File: src/rtl/ttt_match_ctrl.sv
// Match sequencer in front of the tic-tac-toe board engine: arbitrates X/O
// move requests, replays accepted moves to the engine and keeps the match score.
module ttt_match_ctrl #(
  parameter int GAMES_TO_WIN = 2,
  parameter int TURN_TIMEOUT = 1000,
  parameter int CLR_CYC      = 2,
  parameter int SETTLE_CYC   = 2
) (
  input  logic        clk,
  input  logic        rst,
  input  logic        start,
  input  logic        x_req,
  input  logic [1:0]  x_row,
  input  logic [1:0]  x_col,
  input  logic        o_req,
  input  logic [1:0]  o_row,
  input  logic [1:0]  o_col,
  input  logic [17:0] eng_board,
  input  logic [1:0]  eng_winner,
  output logic        eng_rst,
  output logic [1:0]  eng_row,
  output logic [1:0]  eng_col,
  output logic        eng_enter,
  output logic        turn,
  output logic        x_ack,
  output logic        o_ack,
  output logic        x_rej,
  output logic        o_rej,
  output logic [3:0]  score_x,
  output logic [3:0]  score_o,
  output logic        match_done,
  output logic [1:0]  match_winner
);

  localparam int PMAX = (CLR_CYC > SETTLE_CYC) ? CLR_CYC : SETTLE_CYC;
  localparam int PW   = $clog2(PMAX + 1);
  localparam int TW   = $clog2(TURN_TIMEOUT);
  localparam logic [PW-1:0] CLR_LAST    = PW'(CLR_CYC - 1);
  localparam logic [PW-1:0] SETTLE_LAST = PW'(SETTLE_CYC - 1);
  localparam logic [TW-1:0] TURN_LAST   = TW'(TURN_TIMEOUT - 1);
  localparam logic [3:0]    SCORE_MAX   = 4'(GAMES_TO_WIN);

  typedef enum logic [2:0] {
    ST_IDLE      = 3'd0,
    ST_CLEAR     = 3'd1,
    ST_WAIT      = 3'd2,
    ST_ISSUE     = 3'd3,
    ST_SETTLE    = 3'd4,
    ST_CHECK     = 3'd5,
    ST_GAME_END  = 3'd6,
    ST_MATCH_END = 3'd7
  } state_t;

  state_t          state_r;
  logic            starter_r;
  logic [TW-1:0]   tcnt_r;
  logic [PW-1:0]   pcnt_r;
  logic            cur_req_s;
  logic [1:0]      cur_row_s;
  logic [1:0]      cur_col_s;
  logic            bad_coord_s;
  logic            occupied_s;

  // Cell = row*3+col+1 packed two bits per cell; off-board coordinates read as empty.
  function automatic logic [1:0] cell_at(input logic [17:0] b, input logic [1:0] r,
                                         input logic [1:0] c);
    logic [1:0] v;
    case ({r, c})
      4'b0000: v = b[1:0];
      4'b0001: v = b[3:2];
      4'b0010: v = b[5:4];
      4'b0100: v = b[7:6];
      4'b0101: v = b[9:8];
      4'b0110: v = b[11:10];
      4'b1000: v = b[13:12];
      4'b1001: v = b[15:14];
      4'b1010: v = b[17:16];
      default: v = 2'b00;
    endcase
    return v;
  endfunction

  // Select the requester whose turn it is and classify its request.
  always_comb begin
    cur_req_s = 1'b0;
    cur_row_s = 2'd0;
    cur_col_s = 2'd0;
    if (turn) begin
      cur_req_s = o_req;
      cur_row_s = o_row;
      cur_col_s = o_col;
    end else begin
      cur_req_s = x_req;
      cur_row_s = x_row;
      cur_col_s = x_col;
    end
    bad_coord_s = (cur_row_s == 2'd3) || (cur_col_s == 2'd3);
    occupied_s  = (cell_at(eng_board, cur_row_s, cur_col_s) != 2'b00);
  end

  // Match sequencing FSM with all outputs registered.
  always_ff @(posedge clk) begin
    if (rst) begin
      state_r      <= ST_IDLE;
      starter_r    <= 1'b0;
      tcnt_r       <= '0;
      pcnt_r       <= '0;
      eng_rst      <= 1'b1;
      eng_row      <= 2'd0;
      eng_col      <= 2'd0;
      eng_enter    <= 1'b0;
      turn         <= 1'b0;
      x_ack        <= 1'b0;
      o_ack        <= 1'b0;
      x_rej        <= 1'b0;
      o_rej        <= 1'b0;
      score_x      <= 4'd0;
      score_o      <= 4'd0;
      match_done   <= 1'b0;
      match_winner <= 2'b00;
    end else begin
      eng_enter <= 1'b0;
      x_ack     <= 1'b0;
      o_ack     <= 1'b0;
      x_rej     <= 1'b0;
      o_rej     <= 1'b0;
      case (state_r)
        ST_IDLE: begin
          eng_rst <= 1'b1;
          if (start) begin
            state_r   <= ST_CLEAR;
            pcnt_r    <= '0;
            score_x   <= 4'd0;
            score_o   <= 4'd0;
            starter_r <= 1'b0;
          end
        end
        ST_CLEAR: begin
          if (pcnt_r == CLR_LAST) begin
            state_r <= ST_WAIT;
            eng_rst <= 1'b0;
            turn    <= starter_r;
            tcnt_r  <= '0;
          end else begin
            eng_rst <= 1'b1;
            pcnt_r  <= pcnt_r + PW'(1);
          end
        end
        ST_WAIT: begin
          // An expiring turn wins over a request arriving in the same cycle.
          if (tcnt_r == TURN_LAST) begin
            turn   <= ~turn;
            tcnt_r <= '0;
          end else begin
            tcnt_r <= tcnt_r + TW'(1);
            if (cur_req_s) begin
              if (bad_coord_s || occupied_s) begin
                x_rej <= ~turn;
                o_rej <= turn;
              end else begin
                x_ack   <= ~turn;
                o_ack   <= turn;
                eng_row <= cur_row_s;
                eng_col <= cur_col_s;
                state_r <= ST_ISSUE;
              end
            end
          end
        end
        ST_ISSUE: begin
          eng_enter <= 1'b1;
          pcnt_r    <= '0;
          state_r   <= ST_SETTLE;
        end
        ST_SETTLE: begin
          if (pcnt_r == SETTLE_LAST) begin
            state_r <= ST_CHECK;
          end else begin
            pcnt_r <= pcnt_r + PW'(1);
          end
        end
        ST_CHECK: begin
          case (eng_winner)
            2'b00: begin
              turn    <= ~turn;
              tcnt_r  <= '0;
              state_r <= ST_WAIT;
            end
            2'b01: begin
              if (score_x < SCORE_MAX) score_x <= score_x + 4'd1;
              state_r <= ST_GAME_END;
            end
            2'b10: begin
              if (score_o < SCORE_MAX) score_o <= score_o + 4'd1;
              state_r <= ST_GAME_END;
            end
            default: state_r <= ST_GAME_END;
          endcase
        end
        ST_GAME_END: begin
          if ((score_x == SCORE_MAX) || (score_o == SCORE_MAX)) begin
            state_r      <= ST_MATCH_END;
            match_done   <= 1'b1;
            match_winner <= (score_x == SCORE_MAX) ? 2'b01 : 2'b10;
            eng_rst      <= 1'b0;
          end else begin
            starter_r <= ~starter_r;
            eng_rst   <= 1'b1;
            pcnt_r    <= '0;
            state_r   <= ST_CLEAR;
          end
        end
        ST_MATCH_END: begin
          // Board is left unreset so the final position stays visible.
          if (start) begin
            state_r      <= ST_CLEAR;
            eng_rst      <= 1'b1;
            pcnt_r       <= '0;
            score_x      <= 4'd0;
            score_o      <= 4'd0;
            starter_r    <= 1'b0;
            match_done   <= 1'b0;
            match_winner <= 2'b00;
          end else begin
            eng_rst    <= 1'b0;
            match_done <= 1'b1;
          end
        end
        default: begin
          state_r <= ST_IDLE;
          eng_rst <= 1'b1;
        end
      endcase
    end
  end

endmodule

File: config.mk
export PLATFORM = sky130hd
export DESIGN_NAME = ttt_match_ctrl
export DESIGN_NICKNAME = d
export VERILOG_FILES = /design/src/rtl/ttt_match_ctrl.sv
export SDC_FILE = /design/constraint.sdc
export NUM_CORES = 1
export LEC_CHECK = 0
export BUFFER_PORTS_ARGS = -buffer_cell sky130_fd_sc_hd__buf_4
export CORE_MARGIN = 2
export CORE_UTILIZATION = 53
export DETAILED_ROUTE_END_ITERATION = 10
export PLACE_DENSITY = 0.9
export SLEW_MARGIN = 0
export SYNTH_ARGS = -nofsm -noshare
export SYNTH_HDL_FRONTEND = slang
export SYNTH_SLANG_ARGS = --single-unit
export TNS_END_PERCENT = 5
File: constraint.sdc
create_clock -name clk -period 2.6 [get_ports clk]
set_input_delay 0.52 -clock clk [delete_from_list [all_inputs] [get_ports clk]]
set_output_delay 0.52 -clock clk [all_outputs]
set_load 0.02 [all_outputs]
==> summary.txt <==
Run status
  • Status: complete, no violations

STA
  • Worst setup margin: 0.279 ns
  • Clock skew: 0.00716 ns
  • Minimum clock period: 2.32 ns
  • Final setup fails: 0
  • Final hold vios: 0
  • Worst-Margin Slew: 0.780 ns
  • Setup TNS: 0 ns
  • Slew headroom: 0.479
  • Crit share post-route: 0.893
  • Max Slew Vio Count: 0
  • RSZ-0062 raised after global routing: false
  • Achievable Freq: 431 MHz

Yosys
  • Top-area cell type share of the netlist area: 0.352
  • Avg Cell Area, Syn: 8.25 um2
  • Post-synthesis sequential area ratio: 0.352
  • Cell Area, Synth: 2160 um2
  • Async S/R FF share, synth: 0
  • Seq cells post-synth: 38
  • Mapped Cells: 262
  • Ys flop type: dfxtp_1
  • Post-synth EDFFs: 0
  • Synth Net Count: 301
  • Distinct cells, synth: 52
  • Yosys warns: 0
  • Area leader, netlist: dfxtp_1
  • Synth area leaders: dfxtp_1 35%, nor2_1 7.8%, a21oi_1 4.4%

Pwr
  • Power per Cell Area: 556 nW/um2
  • Clock power frac: 0.282
  • Switching power: 501 uW
  • Worst vdd rail ir drop: 0.000217 V
  • Static Leak: 0.00104 uW
  • Sw Share: 0.331
  • Sequential share of power: 0.437
  • Internal power: 1010 uW
  • Comb power frac: 0.281

Placement
  • HPWL after DPL: 3940 um
  • Placed cell area: 2630 um2
  • Buffers added on ports: 54
  • Setup slack at placement: 0.326 ns
  • GPL Wtd Cong: 0.856
  • Placed cells: 361

Worst setup path
  • Crit path kind: reg2reg
  • R2R Setup Slk: 0.28 ns
  • CP max stage delay: 0.60 ns
  • Reg2Reg Depth: 6
  • Startpoint Class: flip-flop
  • Worst Path Required: 2.76 ns
  • Largest fanout on the critical path: 12
  • Critical Path Slowest Stage Cell: dfxtp_1
  • Arrival @ worst endpoint: 2.48 ns
  • CP top delay family: flip-flops
  • Crit path capture type: flip-flop
  • Levels on crit path: 6
  • CP bufs+invs: 0
  • Critical-path cell list: mux2_2 > or3_1 > a32oi_1 > o2111a_2 > and3_1 > a211oi_1

GRT
  • GRT overflow: 0
  • GR Util All Layers: 0.246
  • First-pass GRT wire length: 8670 um
  • Antenna violations before repair: 0
  • Largest net degree at the start of global routing: 26
  • Vias in the first global route: 2,011

CTS
  • Htree depth: 2
  • CTS tree: built
  • Worst skew pair latency: 0.30 ns
  • CTS Sinks: 38
  • Total CTS buffers: 5
  • Clock buffer depth: 2
  • Worst-path clk slew: 0.08 ns
  • Clock root cell: clkbuf_8
  • Post-CTS sizing: 0
  • Cts hold-fix bufs: 0
  • Postcts setup bufs: 0

Drt
  • DRT iter0 DRCs: 165
  • Drt total wl: 5300 um
  • Residual DRC: 0
  • WL per Instance: 14.4 um
  • Drt pass-1 iters: 4
  • DR vias/cell: 5.92
  • Antenna-violating nets left: 0
  • Routed vias: 2,185

Floorplanning
  • Row count: 23
  • Core area: 3970 um2
  • Initial Util: 0.544
  • I/O pin cnt: 55
  • Die X: 67.9 um
  • Die footprint: 4600 um2
  • Die Height: 67.9 um

Finish
  • Area growth syn-to-layout: 25.9%
  • Most common cell after layout, fill and taps aside: buf_4
  • Layout fillers: 323
  • Nets: 357
  • Layout cells sized above 1: 0.254
  • Most frequent cells in the layout: 61 x buf_4, 45 x nor2_1, 38 x dfxtp_1
  • Final non-filler cell total: 369
  • Final Instance Area: 2720 um2
  • Fin util: 0.685
  • Antenna Cells: 0

Worst hold path
  • Hold Crit Class: reg2reg
  • Hold Path Cell Cnt: 2

Run
  • Max Cap Viol: 0
state kept, by name (all words and copies together), names as in the netlist, 2 cells and up:
name	cells
eng_col	2
score_x	4
match_winner	2
pcnt_r	2
score_o	4
tcnt_r	10
state_r	3
eng_row	2
cell type report:
| cell class | count | area, um2 | share of cell area |
|---|---|---|---|
| multi-input combinational | 205 | 1320 | 0.485 |
| sequential | 38 | 761 | 0.280 |
| timing repair buffer | 61 | 458 | 0.168 |
| clock buffer | 6 | 82.6 | 0.0303 |
| tap | 50 | 62.6 | 0.0230 |
| inverter | 7 | 26.3 | 0.00966 |
| clock inverter | 2 | 12.5 | 0.00460 |
Yosys cell counts (4+ instances only):
| library cell | instances |
|---|---|
| dfxtp_1 | 38 |
| inv_1 | 7 |
| nand2_1 | 12 |
| mux2_2 | 4 |
| or3_1 | 6 |
| clkbuf_1 | 7 |
| xnor2_1 | 10 |
| mux2i_1 | 5 |
| o32ai_1 | 4 |
| nor2_1 | 45 |
| a31oi_1 | 6 |
| a21oi_1 | 19 |
| a211oi_1 | 7 |
| nand3_1 | 9 |
| ha_1 | 6 |
| nor4b_1 | 4 |
| a22oi_1 | 4 |
| o21ai_0 | 9 |
kinds of logic (layout without fill, tap and decap cells):
kind of cell | count (synthesis) | in the layout | synth area share
AO/OA/AOI/OAI | 72 | 72 | 0.228
XOR/XNOR | 13 | 13 | 0.0527
AND/OR/NAND/NOR | 105 | 105 | 0.251
buffers and inverters | 19 | 76 | 0.0376
flip-flops | 38 | 38 | 0.352
adder cells (fa/ha/maj) | 6 | 6 | 0.0347
multiplexers | 9 | 9 | 0.0440
routing by layer:
| layer | vias to the layer above | global-route usage | wire length, um |
|---|---|---|---|
| met3 | 11 | 0.0576 | 352 |
| met5 | - | 0 | 0 |
| li1 | 1077 | - | - |
| met1 | 1020 | 0.284 | 2190 |
| met4 | 0 | 0.113 | 73 |
| met2 | 77 | 0.430 | 2680 |
power by group through the flow:
stage / registers, uW / clock network (uW) / logic [uW]
global route: 667 / 456 / 469
finish: 662 / 427 / 426
CTS: 661 / 436 / 422
floorplan: 672 / 0 / 280
detailed placement: 674 / 0 / 418
global placement: 672 / 0 / 407
metrics by stage:
| stage | hold slack, ns | power, uW |
|---|---|---|
| floorplan | 0.449 | 952 |
| global placement | 0.459 | 1080 |
| detailed placement | 0.473 | 1090 |
| CTS | 0.484 | 1520 |
| global route | 0.513 | 1590 |
| finish | 0.491 | 1510 |
final timing paths:
| kind | startpoint | to |
|---|---|---|
| worst max register to register | turn$_SDFFE_PP0P_ | eng_col[0]$_SDFFE_PP0P_ |
| worst min register to register | tcnt_r[1]$_SDFFE_PP0P_ | tcnt_r[1]$_SDFFE_PP0P_ |
| worst max-delay path | turn$_SDFFE_PP0P_ | eng_col[0]$_SDFFE_PP0P_ |
| worst min-delay path | tcnt_r[1]$_SDFFE_PP0P_ | tcnt_r[1]$_SDFFE_PP0P_ |
worst reg2reg max path: stages, from the launching register on:
cell	delay (ns)
dfxtp_1	0.60
mux2_2	0.41
or3_1	0.31
a32oi_1	0.21
o2111a_2	0.29
and3_1	0.25
a211oi_1	0.10
Note: power is estimated with default switching activity, not from simulation.
